<file path="config.mk">
export PLATFORM = sky130hd
export DESIGN_NAME = hazard_scoreboard
export DESIGN_NICKNAME = d
export VERILOG_FILES = /design/src/rtl/hazard_scoreboard.sv
export SDC_FILE = /design/constraint.sdc
export NUM_CORES = 1
export LEC_CHECK = 0
export CAP_MARGIN = 20
export CORE_MARGIN = 4
export CORE_UTILIZATION = 60
export CTS_CLUSTER_DIAMETER = 60
export DETAILED_ROUTE_END_ITERATION = 7
export MAX_ROUTING_LAYER = met4
export PLACE_DENSITY_LB_ADDON = 0.15
export SLEW_MARGIN = 10
export SYNTH_ARGS = -nofsm -noshare
export SYNTH_HDL_FRONTEND = slang
export SYNTH_SLANG_ARGS = --single-unit
</file>
<file path="constraint.sdc">
create_clock -name clk -period 11.2 [get_ports clk]
set_input_delay 1.12 -clock clk [delete_from_list [all_inputs] [get_ports clk]]
set_output_delay 1.12 -clock clk [all_outputs]
set_load 0.02 [all_outputs]
</file>
<file path="src/rtl/hazard_scoreboard.sv">
// ID-stage countdown scoreboard: RAW/WAW stall, branch/jump flush and a
// saturating stall-cycle counter for multi-cycle producers.
module hazard_scoreboard #(
  parameter int RF_ADDR_WIDTH   = 5,
  parameter int LAT_WIDTH       = 3,
  parameter int STALL_CNT_WIDTH = 32
) (
  input  logic                            clk,
  input  logic                            rst_n,
  input  logic                            idValid,
  input  logic [RF_ADDR_WIDTH-1:0]        idRs1,
  input  logic [RF_ADDR_WIDTH-1:0]        idRs2,
  input  logic                            idRs1Used,
  input  logic                            idRs2Used,
  input  logic [RF_ADDR_WIDTH-1:0]        idRd,
  input  logic                            idRdWrite,
  input  logic [LAT_WIDTH-1:0]            idLat,
  input  logic                            idIsStore,
  input  logic                            branchOrJump,
  output logic                            stall,
  output logic                            flush,
  output logic [(2**RF_ADDR_WIDTH)-1:0]   busyMask,
  output logic [STALL_CNT_WIDTH-1:0]      stallCycles
);

  localparam int NREGS = 2**RF_ADDR_WIDTH;
  localparam logic [LAT_WIDTH-1:0] LAT_ZERO = '0;
  localparam logic [LAT_WIDTH-1:0] LAT_ONE  = LAT_WIDTH'(1);
  localparam logic [STALL_CNT_WIDTH-1:0] STALL_ONE = STALL_CNT_WIDTH'(1);

  // x0 has no storage; it is read as a constant zero through cntView_s
  logic [LAT_WIDTH-1:0]       cnt_r [1:NREGS-1];
  logic [LAT_WIDTH-1:0]       cntView_s [NREGS];
  logic [STALL_CNT_WIDTH-1:0] stallCycles_r;
  logic [LAT_WIDTH-1:0]       storeSlack_s;
  logic                       raw1_s;
  logic                       raw2_s;
  logic                       waw_s;
  logic                       stall_s;
  logic                       issue_s;

  // Full-width view of the scoreboard with x0 tied to zero
  always_comb begin
    cntView_s[0] = LAT_ZERO;
    for (int r = 1; r < NREGS; r++) begin
      cntView_s[r] = cnt_r[r];
    end
  end

  // Hazard detection, stall/issue decision and busy mask
  always_comb begin
    busyMask     = '0;
    storeSlack_s = idIsStore ? LAT_ONE : LAT_ZERO;
    raw1_s  = idRs1Used && (idRs1 != '0) && (cntView_s[idRs1] != LAT_ZERO);
    raw2_s  = idRs2Used && (idRs2 != '0) && (cntView_s[idRs2] > storeSlack_s);
    waw_s   = idRdWrite && (idRd != '0) && (cntView_s[idRd] > idLat);
    stall_s = idValid && !branchOrJump && (raw1_s || raw2_s || waw_s);
    issue_s = idValid && !stall_s && !branchOrJump;
    for (int r = 0; r < NREGS; r++) begin
      busyMask[r] = (cntView_s[r] != LAT_ZERO);
    end
  end

  assign stall       = stall_s;
  assign flush       = branchOrJump;
  assign stallCycles = stallCycles_r;

  // Per-register countdown; a new issue overrides the decrement
  always_ff @(posedge clk or negedge rst_n) begin
    if (!rst_n) begin
      for (int r = 1; r < NREGS; r++) begin
        cnt_r[r] <= LAT_ZERO;
      end
    end else begin
      for (int r = 1; r < NREGS; r++) begin
        if (issue_s && idRdWrite && (idRd == RF_ADDR_WIDTH'(r)) && (idLat != LAT_ZERO)) begin
          cnt_r[r] <= idLat;
        end else if (cnt_r[r] != LAT_ZERO) begin
          cnt_r[r] <= cnt_r[r] - LAT_ONE;
        end else begin
          cnt_r[r] <= LAT_ZERO;
        end
      end
    end
  end

  // Saturating stall-cycle performance counter
  always_ff @(posedge clk or negedge rst_n) begin
    if (!rst_n) begin
      stallCycles_r <= '0;
    end else if (stall_s && (stallCycles_r != '1)) begin
      stallCycles_r <= stallCycles_r + STALL_ONE;
    end else begin
      stallCycles_r <= stallCycles_r;
    end
  end

endmodule

</file>
==> metrics.txt <==
core area=14700 um2; clock buffer count from CTS=17; Setup WS post-layout=4.336 ns; # rows=44; syn_nets=1019; CTS sink count=125; Hold Path Class=flop to flop; Worst VDD drop=0.1167 mV; fmax=145.7 MHz; total track usage=30.82%; First DRT Iteration DRCs=1110; largest net degree at the start of global routing=72; crit end category=primary output; min Tclk post-route=6.864 ns; Max transition margin=27.45%; DIE WIDTH=131.0 um; Yosys cell types=61; drt first pass iters=6; DR DRC count=0; CP Max Fanout=23; CTS tree=done; clock transition at the registers of the reported paths=0.06 ns; WS Path Type=input pin to primary output; Post-DRT Antenna Nets=0; top_reg_cell synth=dfrtp_1; Hold Violations, Final=0; Syn Inst Count=926; die area=17170 um2; post-CTS setup buffer count=0; Die Ht=131.0 um; share of flip-flops with an asynchronous set or reset=100.0%; crit path DAT=5.74 ns; Root Driver=clkbuf_16; Syn Std Cell Area=9084 um2; cts repair resizes=0; flop2flop setup slack=6.84 ns; layout cells sized above 1=19.21%; GPL Wtd Cong=0.9698; cts hold-fix bufs=0; Syn Area/Cell=9.810 um2; placed wire-length estimate=17150 um; global route overflow=0; Final Slew Violations=0; Fin Setup TNS=0 ns; Post-synth EDFFs=0; Port Buffer Count=90; Leak Pwr=5.350 nW; register area=3128 um2; starting utilization of the core area=61.80%; startpoint types=input pin; first-pass GRT wire length=39500 um; Max Cap Viol=0; num ports=92; final setup vio count=0; Clock Latency Late Sink=0.43 ns; initial antenna violation count=0; RSZ-0062 raised after global routing=no; Slew @ Worst Pin=1.084 ns; DP Worst Slack=4.364 ns; fin nets=1090; Synth warnings=0; H-tree Lvls=4; worst setup path startpoint=idRs2[0]; vias in the first global route=7401; Synth Register Bits=125; hold path start=stallCycles[12]$_DFFE_PN0P_; Fill cells=1084; Setup Skew=0.009370 ns; Util after Layout=72.82%; pwr dens=136.9 nW/um2; outcome=complete, no violations; Layout area overhead=17.84%; vias=7534; register area share after synthesis=34.44%; WL/cell=20.33 um; Worst R2R Start=cntView_s[70]$_DFF_PN0_; WP data required=10.08 ns; drt via density=6.310; Final period util=61.29%; # diodes=0; area of the multi-input gates=5373 um2; final WL=24280 um; CTS max path bufs=2
metal layers:
metal / vias up / wire [um] / GRT usage (%) / part of all wire [%]
met4: 0 / 727 / 11.37 / 3.0
met2: 398 / 11450 / 46.80 / 47
met1: 3659 / 10060 / 40.29 / 41
met5: - / 0 / - / 0
li1: 3410 / - / - / -
met3: 67 / 2045 / 7.520 / 8.4
kinds of logic after synthesis:
kind of cell,after synthesis,share of synthesized area (%)
buf+inv,148,6.556
xor+xnor,31,2.989
mux,135,21.38
compound gates,96,6.694
other cells,1,0.04128
simple gates,323,18.68
fa+ha+maj,67,9.229
flops,125,34.44
sequential cells by signal (all words and copies together) (netlist names):
register / count
cntView_s: 93
stallCycles: 32
layout make-up:
type,instances,share of cell area [%]
multi-input combinational,653,50.19
sequential,125,29.22
timing repair buffer,102,9.211
clock buffer,20,4.267
inverter,98,3.437
tap,184,2.151
clock inverter,12,1.520
synth_stat cells, types with 2 or more instances:
cell / count / area (um2)
xor2_1: 11 / 96.34
xnor2_1: 20 / 175.2
mux2i_1: 5 / 50.05
nor2_1: 88 / 330.3
mux2_4: 12 / 180.2
and3_1: 25 / 156.4
o31ai_1: 2 / 15.01
a21oi_1: 19 / 95.09
nand4_1: 11 / 68.82
buf_1: 4 / 15.01
nor3_1: 39 / 195.2
a211oi_1: 7 / 52.55
nor2b_1: 6 / 37.54
buf_6: 2 / 22.52
clkbuf_1: 34 / 127.6
nand3_1: 39 / 195.2
buf_4: 5 / 37.54
nand2_1: 50 / 187.7
o311ai_0: 3 / 26.28
nor4b_1: 5 / 43.79
a311oi_1: 3 / 26.28
dfrtp_1: 125 / 3128
mux4_2: 34 / 765.7
nor3b_1: 3 / 22.52
or2_2: 4 / 25.02
or3_1: 6 / 37.54
a31oi_1: 2 / 12.51
a21o_1: 2 / 15.01
nand2b_1: 3 / 18.77
mux2_2: 83 / 934.7
or4_1: 5 / 37.54
o21ai_0: 40 / 200.2
or4_4: 5 / 56.30
a2111oi_0: 3 / 26.28
nor4_2: 6 / 75.07
and2_1: 3 / 18.77
and4_1: 6 / 52.55
nor4_1: 13 / 81.33
a22o_1: 3 / 26.28
buf_2: 5 / 25.02
inv_1: 98 / 367.9
and2_0: 2 / 12.51
ha_1: 67 / 838.3
worst paths after layout:
path,cells after the start,endpoint
worst max-delay path,14,stall
worst min-delay path,1,stallCycles[12]$_DFFE_PN0P_
worst max register to register,12,cntView_s[30]$_DFF_PN0_
worst min register to register,1,stallCycles[12]$_DFFE_PN0P_
max in group asynchronous,2,cntView_s[72]$_DFF_PN0_
min in group asynchronous,1,cntView_s[13]$_DFF_PN0_
worst max-delay path: stages:
cell             delay [ns]
clkdlybuf4s50_1        1.01
mux4_2                 0.60
mux4_2                 0.48
mux2i_1                0.14
ha_1                   0.25
o21a_1                 0.21
nand3_1                0.08
a211oi_1               0.06
or3_1                  0.38
a311oi_1               0.34
nor3b_2                0.08
buf_4                  0.22
nor2_1                 0.12
clkdlybuf4s50_1        0.61
where the power goes:
group	switching (W)	leakage, nW	internal [W]	total [W]
registers	0.0000534	1.73	0.000483	0.000537
clock network	0.000213	0.297	0.000363	0.000576
logic	0.000193	3.32	0.000160	0.000353
total	0.000459	5.35	0.00101	0.00147
stage by stage:
stage / instances / cell area [um2] / power [W] / hold WS, ns
final: 1194 / 10700 / 0.001466 / 0.4845
after CTS: 1194 / 10700 / 0.001471 / 0.4916
after global routing: 1194 / 10700 / 0.001534 / 0.5215
after floorplan: 926 / 9084 / 0.0007469 / 0.5887
after detailed placement: 1162 / 10080 / 0.0008934 / 0.4799
after global placement: 1161 / 10080 / 0.0008847 / 0.4821
placed cells by master (no fill, tap or decap), types with 17 or more instances in the layout:
cell type	instances
nor2_1	88
inv_1	98
o21ai_0	40
dfrtp_1	125
nand2_1	50
clkdlybuf4s50_1	89
nor3_1	39
clkbuf_16	17
nand3_1	39
mux4_2	34
a21oi_1	19
and3_1	25
mux2_2	83
xnor2_1	20
ha_1	67
No activity file was read; power rests on OpenSTA's default activity.
